[src/rtl/clkdiv_pkg.sv]
// Shared types and helpers for the clk_div_multi clock-enable generator.
package clkdiv_pkg;

  typedef enum logic [1:0] {
    ST_OFF    = 2'd0,
    ST_SETTLE = 2'd1,
    ST_LOCKED = 2'd2
  } chan_state_e;

  localparam int unsigned MIN_DIV = 2;

  // Ratios below MIN_DIV cannot produce a distinct high and low phase.
  function automatic int unsigned clamp_div(input int unsigned n);
    return (n < MIN_DIV) ? MIN_DIV : n;
  endfunction

  // High-phase length ceil(n/2), computed without an n+1 overflow at full width.
  function automatic int unsigned high_len(input int unsigned n);
    return (n >> 1) + (n & 32'd1);
  endfunction

endpackage

[src/rtl/clk_div_multi_if.sv]
// Ratio-write handshake bundle for clk_div_multi: valid/ready plus channel index and divide ratio.
interface clk_div_multi_if #(
  parameter int unsigned CHANNELS = 4,
  parameter int unsigned DIV_W    = 16
);
  localparam int unsigned CH_W = (CHANNELS > 1) ? $clog2(CHANNELS) : 1;

  logic             cfg_valid;
  logic             cfg_ready;
  logic [CH_W-1:0]  cfg_ch;
  logic [DIV_W-1:0] cfg_div;

  modport master (
    output cfg_valid,
    output cfg_ch,
    output cfg_div,
    input  cfg_ready
  );

  modport slave (
    input  cfg_valid,
    input  cfg_ch,
    input  cfg_div,
    output cfg_ready
  );

endinterface

[src/rtl/clkdiv_chan.sv]
// One divider channel: period counter, staged ratio, OFF/SETTLE/LOCKED FSM and registered outputs.
module clkdiv_chan
  import clkdiv_pkg::*;
#(
  parameter int unsigned DIV_W       = 16,
  parameter int unsigned DEFAULT_DIV = 16,
  parameter int unsigned LOCK_CYCLES = 4
) (
  input  logic             clk,
  input  logic             rst_n,
  input  logic             en,
  input  logic             sync,
  input  logic             wr,
  input  logic [DIV_W-1:0] wr_div,
  output logic             pending,
  output logic             ce,
  output logic             sq,
  output logic             locked
);

  localparam int unsigned      SET_W   = $clog2(LOCK_CYCLES + 1);
  localparam logic [DIV_W-1:0] RST_DIV = DIV_W'(clamp_div(DEFAULT_DIV));

  chan_state_e      state_q, state_d;
  logic [DIV_W-1:0] cnt_q, cnt_d;
  logic [DIV_W-1:0] div_q, div_d;
  logic [DIV_W-1:0] pend_div_q, pend_div_d;
  logic             pending_q, pending_d;
  logic [SET_W-1:0] settle_q, settle_d;
  logic             ce_q, ce_d;
  logic             sq_q, sq_d;
  logic             locked_q, locked_d;
  logic             wrap;
  logic             apply;
  logic             run_d;

  always_comb begin
    state_d    = state_q;
    cnt_d      = cnt_q;
    div_d      = div_q;
    pend_div_d = pend_div_q;
    pending_d  = pending_q;
    settle_d   = settle_q;
    apply      = 1'b0;
    wrap       = (cnt_q == div_q - DIV_W'(1));

    case (state_q)
      ST_OFF: begin
        cnt_d    = '0;
        settle_d = '0;
        apply    = pending_q;
        if (en) state_d = ST_SETTLE;
      end
      default: begin
        if (!en) begin
          state_d  = ST_OFF;
          cnt_d    = '0;
          settle_d = '0;
        end else if (sync || wrap) begin
          // A sync restart is treated like a wrap for ratio updates, but only
          // genuine wraps advance the settle count.
          cnt_d = '0;
          if (pending_q) begin
            apply    = 1'b1;
            state_d  = ST_SETTLE;
            settle_d = '0;
          end else if (wrap && state_q == ST_SETTLE) begin
            if (int'(settle_q) + 1 >= int'(LOCK_CYCLES)) state_d = ST_LOCKED;
            else                                        settle_d = settle_q + SET_W'(1);
          end
        end else begin
          cnt_d = cnt_q + DIV_W'(1);
        end
      end
    endcase

    if (apply) begin
      div_d     = pend_div_q;
      pending_d = 1'b0;
    end
    // wr is only granted while nothing is pending, so it never collides with apply.
    if (wr) begin
      pend_div_d = DIV_W'(clamp_div(int'(wr_div)));
      pending_d  = 1'b1;
    end

    run_d    = (state_d != ST_OFF);
    ce_d     = run_d && (cnt_d == div_d - DIV_W'(1));
    sq_d     = run_d && (cnt_d < DIV_W'(high_len(int'(div_d))));
    locked_d = (state_d == ST_LOCKED);
  end

  always_ff @(posedge clk or negedge rst_n) begin
    if (!rst_n) begin
      state_q    <= ST_OFF;
      cnt_q      <= '0;
      div_q      <= RST_DIV;
      pend_div_q <= RST_DIV;
      pending_q  <= 1'b0;
      settle_q   <= '0;
      ce_q       <= 1'b0;
      sq_q       <= 1'b0;
      locked_q   <= 1'b0;
    end else begin
      state_q    <= state_d;
      cnt_q      <= cnt_d;
      div_q      <= div_d;
      pend_div_q <= pend_div_d;
      pending_q  <= pending_d;
      settle_q   <= settle_d;
      ce_q       <= ce_d;
      sq_q       <= sq_d;
      locked_q   <= locked_d;
    end
  end

  assign pending = pending_q;
  assign ce      = ce_q;
  assign sq      = sq_q;
  assign locked  = locked_q;

endmodule

[src/rtl/clk_div_multi.sv]
// N-channel clock-enable generator with runtime-programmable ratios and per-channel lock flags.
// Optional CLKDIV_SYNC_EN adds the sync_in phase-realign strobe.
module clk_div_multi
  import clkdiv_pkg::*;
#(
  parameter int unsigned CHANNELS    = 4,
  parameter int unsigned DIV_W       = 16,
  parameter int unsigned DEFAULT_DIV = 16,
  parameter int unsigned LOCK_CYCLES = 4
) (
  input  logic                clk,
  input  logic                rst_n,
  input  logic [CHANNELS-1:0] ch_en,
  clk_div_multi_if.slave      cfg,
  output logic [CHANNELS-1:0] clk_ce,
  output logic [CHANNELS-1:0] clk_sq,
  output logic [CHANNELS-1:0] locked
`ifdef CLKDIV_SYNC_EN
  ,
  input  logic                sync_in
`endif
);

  localparam int unsigned CH_W  = (CHANNELS > 1) ? $clog2(CHANNELS) : 1;
  localparam int unsigned SEL_N = 1 << CH_W;

  logic [CHANNELS-1:0] pending;
  logic [CHANNELS-1:0] wr;
  logic [SEL_N-1:0]    busy;
  logic                sync;

`ifdef CLKDIV_SYNC_EN
  assign sync = sync_in;
`else
  assign sync = 1'b0;
`endif

  // Unused channel codes read as idle, so a write to them is accepted and dropped.
  always_comb begin
    busy                 = '0;
    busy[CHANNELS-1:0]   = pending;
    cfg.cfg_ready        = ~busy[cfg.cfg_ch];
  end

  always_comb begin
    wr = '0;
    for (int unsigned i = 0; i < CHANNELS; i++) begin
      wr[i] = cfg.cfg_valid && cfg.cfg_ready && (cfg.cfg_ch == CH_W'(i));
    end
  end

  for (genvar g = 0; g < CHANNELS; g++) begin : g_chan
    clkdiv_chan #(
      .DIV_W       (DIV_W),
      .DEFAULT_DIV (DEFAULT_DIV),
      .LOCK_CYCLES (LOCK_CYCLES)
    ) u_chan (
      .clk     (clk),
      .rst_n   (rst_n),
      .en      (ch_en[g]),
      .sync    (sync),
      .wr      (wr[g]),
      .wr_div  (cfg.cfg_div),
      .pending (pending[g]),
      .ce      (clk_ce[g]),
      .sq      (clk_sq[g]),
      .locked  (locked[g])
    );
  end

endmodule
[src/flat_wrapper.sv]
// flat-port wrapper written by rule: the top's interface ports become plain ports
module clk_div_multi_flat import clkdiv_pkg::*;
#(
  parameter int unsigned CHANNELS    = 4,
  parameter int unsigned DIV_W       = 16,
  parameter int unsigned DEFAULT_DIV = 16,
  parameter int unsigned LOCK_CYCLES = 4
)
  (clk, rst_n, ch_en, clk_ce, clk_sq, locked, cfg_cfg_valid, cfg_cfg_ch, cfg_cfg_div, cfg_cfg_ready);
  clk_div_multi_if #(.CHANNELS(CHANNELS), .DIV_W(DIV_W)) cfg_i ();
  input  logic clk;
  input  logic rst_n;
  input  logic [CHANNELS-1:0] ch_en;
  output logic [CHANNELS-1:0] clk_ce;
  output logic [CHANNELS-1:0] clk_sq;
  output logic [CHANNELS-1:0] locked;
  input wire logic [$bits(cfg_i.cfg_valid)-1:0] cfg_cfg_valid;
  input wire logic [$bits(cfg_i.cfg_ch)-1:0] cfg_cfg_ch;
  input wire logic [$bits(cfg_i.cfg_div)-1:0] cfg_cfg_div;
  output wire logic [$bits(cfg_i.cfg_ready)-1:0] cfg_cfg_ready;
  assign cfg_i.cfg_valid = cfg_cfg_valid;
  assign cfg_i.cfg_ch = cfg_cfg_ch;
  assign cfg_i.cfg_div = cfg_cfg_div;
  assign cfg_cfg_ready = cfg_i.cfg_ready;
  clk_div_multi #(.CHANNELS(CHANNELS), .DIV_W(DIV_W), .DEFAULT_DIV(DEFAULT_DIV), .LOCK_CYCLES(LOCK_CYCLES)) u_core (.clk(clk), .rst_n(rst_n), .ch_en(ch_en), .cfg(cfg_i), .clk_ce(clk_ce), .clk_sq(clk_sq), .locked(locked));
endmodule
[config.mk]
export PLATFORM = sky130hd
export DESIGN_NAME = clk_div_multi_flat
export DESIGN_NICKNAME = d
export VERILOG_FILES = /design/src/rtl/clkdiv_pkg.sv /design/src/rtl/clk_div_multi_if.sv /design/src/rtl/clkdiv_chan.sv /design/src/rtl/clk_div_multi.sv /design/src/flat_wrapper.sv
export SDC_FILE = /design/constraint.sdc
export NUM_CORES = 1
export LEC_CHECK = 0
export BUFFER_PORTS_ARGS = -buffer_cell sky130_fd_sc_hd__clkbuf_2
export CAP_MARGIN = 30
export CORE_ASPECT_RATIO = 0.8
export CORE_MARGIN = 2
export CORE_UTILIZATION = 50
export CTS_CLUSTER_SIZE = 10
export DETAILED_ROUTE_END_ITERATION = 8
export GPL_ROUTABILITY_DRIVEN = 1
export PLACE_DENSITY = 0.66
export SLEW_MARGIN = 40
export SYNTH_ARGS = -nofsm -noshare
export SYNTH_HDL_FRONTEND = slang
export SYNTH_SLANG_ARGS = --single-unit
export TNS_END_PERCENT = 30
[constraint.sdc]
create_clock -name clk -period 12.55 [get_ports clk]
set_input_delay 3.1375 -clock clk [delete_from_list [all_inputs] [get_ports clk]]
set_output_delay 3.1375 -clock clk [all_outputs]
set_load 0.1 [all_outputs]
==> metrics.md <==
| Metric | Value |
|---|---|
| CP endpoint kind | `output port` |
| Reg-to-reg slack, setup | `6640 ps` |
| Setup Fix Bufs, Post-CTS | `0` |
| Die H | `169 um` |
| Final hold viol count | `0` |
| Clock Latency Late Sink | `580 ps` |
| Setup_tns | `0 ps` |
| Critical Path Stages | `4` |
| Via density | `5.96` |
| Crit path max fanout | `5` |
| Remaining Overflow, GRT | `0` |
| First-pass GRT wire length | `70900 um` |
| Number of max-cap violations | `0` |
| RR Endpoint | `u_core.g_chan[3].u_chan.sq$_DFF_PN0_` |
| Fin. max-slew vios | `0` |
| ANT nets after route | `0` |
| Cell family with most CP delay | `buffers and inverters` |
| DR vias | `13800` |
| Peak supply drop | `0.000142 V` |
| Pre-antenna DRT Iters | `5` |
| Status | `completed` |
| CP Data Arrival Time | `4240 ps` |
| Total power | `3.25 mW` |
| Area growth syn-to-layout | `7.91%` |
| Commonest non-fill, non-tap cells in the layout | `dfrtp_1 (220), nor2_1 (165), xnor2_1 (148)` |
| Worst setup path class | `in2out` |
| Critical-path top delay cell | `clkbuf_2` |
| Reg2Reg Depth | `20` |
| Slowest stage delay, CP | `480 ps` |
| Num CTS Buffers | `28` |
| Post-CTS Hold Fix Bufs | `0` |
| Hold Path Class | `reg2reg` |
| Synth Net Count | `1979` |
| Initial antenna violation count | `2` |
| Clock skew | `18.1 ps` |
| Final setup viols | `0` |
| Gate Count Post-Synth | `1882` |
| Die Width | `210 um` |
| DR WL/cell | `18.7 um` |
| # fillers | `3001` |
| Routed WL | `43400 um` |
| Nets | `1964` |
| Final period util | `0.587` |
| Worst Path Required | `9410 ps` |
| Number of flops mapped to enable cells by yosys | `0` |
| Power Density | `178 nW/um2` |
| Register Area | `5720 um2` |
| Reg clk slew, reported paths | `60 ps` |
| GPL Wtd Cong | `0.916` |
| Timing endpoint of the critical path | `cfg_cfg_ready` |
| Async SR Flop Fraction | `1.00` |
| Crit path launch | `cfg_cfg_ch[1]` |
| Number of H-tree levels | `1` |
| Most common cell after layout, fill and taps aside | `dfrtp_1` |
| Root Buffer | `clkbuf_16` |
| Slew @ Worst Pin | `821 ps` |
| GRT Resource Usage Total | `0.247` |
| CP most frequent cell | `clkbuf_2` |
| Area of the multi-input gates | `10500 um2` |
| Die area | `35400 um2` |
| Cell Chain, Critical Path | `clkbuf_2, mux2_2, o21ai_0, clkbuf_2` |
| IO Pins | `38` |
| Cell Area, Synth | `16900 um2` |
| Commonest register cell after synthesis | `dfrtp_1` |
| Drt drc | `0` |
| DRT iter0 DRCs | `1022` |
| Core footprint | `33500 um2` |
| CTS sink cnt | `228` |
| Crit path buf inv count | `2` |
| Origin of the critical flop-to-flop path | `u_core.g_chan[3].u_chan.div_q[2]$_DFF_PN0_` |
| #FFs+latches synth | `228` |
| Clock Path Buffers | `3` |
| Worst setup SP type | `input pin` |
| TritonCTS clock tree | `done` |
| Static Leak | `8.16 nW` |
| DP HPWL | `32400 um` |
| Minimum clock period | `7370 ps` |
| Slew HR | `0.453` |
| Sequential fraction of the synthesis area | `0.337` |
| Largest net degree at the start of global routing | `106` |
| Fin util | `0.546` |
| PortBufs | `37` |
| Post-synth cell types | `86` |
| Synth warn | `0` |
| Max Freq | `136 MHz` |
| Row cnt | `60` |
| Initial core utilization | `0.506` |
| Vias in the first global route | `13100` |
| # resized after CTS | `0` |
| Mean Syn Cell Area | `9.00 um2` |
| Fraction of layout cells with a size suffix above 1 | `0.111` |
| RSZ-0062 raised after global routing | `false` |
[registers in the layout, indices dropped and copies added (netlist names)]
register,flops
u_core.g_chan.u_chan.div_q,64
u_core.g_chan.u_chan.ce,4
u_core.g_chan.u_chan.sq,4
u_core.g_chan.u_chan.state_q,8
u_core.g_chan.u_chan.pending,4
u_core.g_chan.u_chan.locked,4
u_core.g_chan.u_chan.pend_div_q,64
u_core.g_chan.u_chan.cnt_q,64
u_core.g_chan.u_chan.settle_q,12
[power breakdown]
group / total (mW) / switching [mW] / internal, mW
combinational: 1.27 / 0.698 / 0.576
clock: 0.774 / 0.323 / 0.451
sequential: 1.20 / 0.314 / 0.891
[worst reg2reg max path: cells and delay by family (launching register included)]
| family | cells | cell delay, ps |
|---|---|---|
| AO/OA/AOI/OAI | 6 | 890 |
| XOR/XNOR | 1 | 150 |
| flip-flops | 1 | 500 |
| buffers and inverters | 1 | 340 |
| AND/OR/NAND/NOR | 11 | 3690 |
| adder cells (fa/ha/maj) | 1 | 240 |
[cells by family (layout without fill, tap and decap cells)]
logic type / count (synthesis) / in the layout / share of synthesized area
multiplexers: 161 / 161 / 0.103
buffers and inverters: 184 / 188 / 0.0466
AND/OR/NAND/NOR: 693 / 693 / 0.217
adder cells (fa/ha/maj): 72 / 72 / 0.0532
other: 0 / 1 / 0
AO/OA/AOI/OAI: 287 / 287 / 0.109
flip-flops: 228 / 228 / 0.337
XOR/XNOR: 257 / 257 / 0.134
[layer usage]
layer / GRT usage / part of all wire / vias to the layer above
met2: 0.374 / 0.43 / 380
met1: 0.375 / 0.49 / 6730
li1: - / - / 6655
met4: 0.0592 / 0.023 / 0
met5: 0 / 0 / -
met3: 0.0334 / 0.057 / 64
[metrics by stage]
step                setup slack, ps  hold WS (ps)  instances  area, um2
floorplan                      3860           476       1882      16900
global placement               5130           492       2270      17400
detailed placement             5170           504       2270      17400
CTS                            5170           518       2319      18200
global route                   5120           529       2320      18300
finish                         5180           515       2321      18300
[area by class of cell]
type                    count  area share
diodes                      1    0.000137
flip-flops and latches    228       0.313
repair buffers             47      0.0161
inverters                  92      0.0189
well taps                 434      0.0297
clock inverters             4     0.00383
clock buffers              45      0.0435
multi-input cells        1470       0.575
[worst min path at each step]
| stage | start | end | slack, ps | cells after the start |
|---|---|---|---|---|
| final | u_core.g_chan[0].u_chan.settle_q[2]$_DFFE_PN0P_ | u_core.g_chan[0].u_chan.settle_q[2]$_DFFE_PN0P_ | 520 | 1 |
| after global routing | u_core.g_chan[0].u_chan.settle_q[2]$_DFFE_PN0P_ | u_core.g_chan[0].u_chan.settle_q[2]$_DFFE_PN0P_ | 530 | 1 |
| after CTS | u_core.g_chan[0].u_chan.pend_div_q[15]$_DFFE_PN0P_ | u_core.g_chan[0].u_chan.pend_div_q[15]$_DFFE_PN0P_ | 520 | 1 |
| after detailed placement | u_core.g_chan[0].u_chan.settle_q[2]$_DFFE_PN0P_ | u_core.g_chan[0].u_chan.settle_q[2]$_DFFE_PN0P_ | 500 | 1 |
| after global placement | u_core.g_chan[3].u_chan.pend_div_q[14]$_DFFE_PN0P_ | u_core.g_chan[3].u_chan.pend_div_q[14]$_DFFE_PN0P_ | 490 | 1 |
| after floorplan | u_core.g_chan[0].u_chan.settle_q[1]$_DFFE_PN0P_ | u_core.g_chan[0].u_chan.settle_q[1]$_DFFE_PN0P_ | 480 | 2 |
[cell usage after synthesis (all sizes together), types with 32 or more instances]
cell,count,area [um2]
dfrtp,220,5510
nor2,167,632
xnor2,148,1300
nand2,127,484
xor2,108,946
inv,92,345
o21ai,82,410
mux2i,81,840
mux2,80,905
a21oi,73,365
ha,72,901
nand3,68,340
nor3,57,285
clkbuf,49,184
buf,43,260
nand4,41,263
nor4,37,299
nand2b,34,213
and3,32,200
Note: power is estimated with default switching activity, not from simulation.
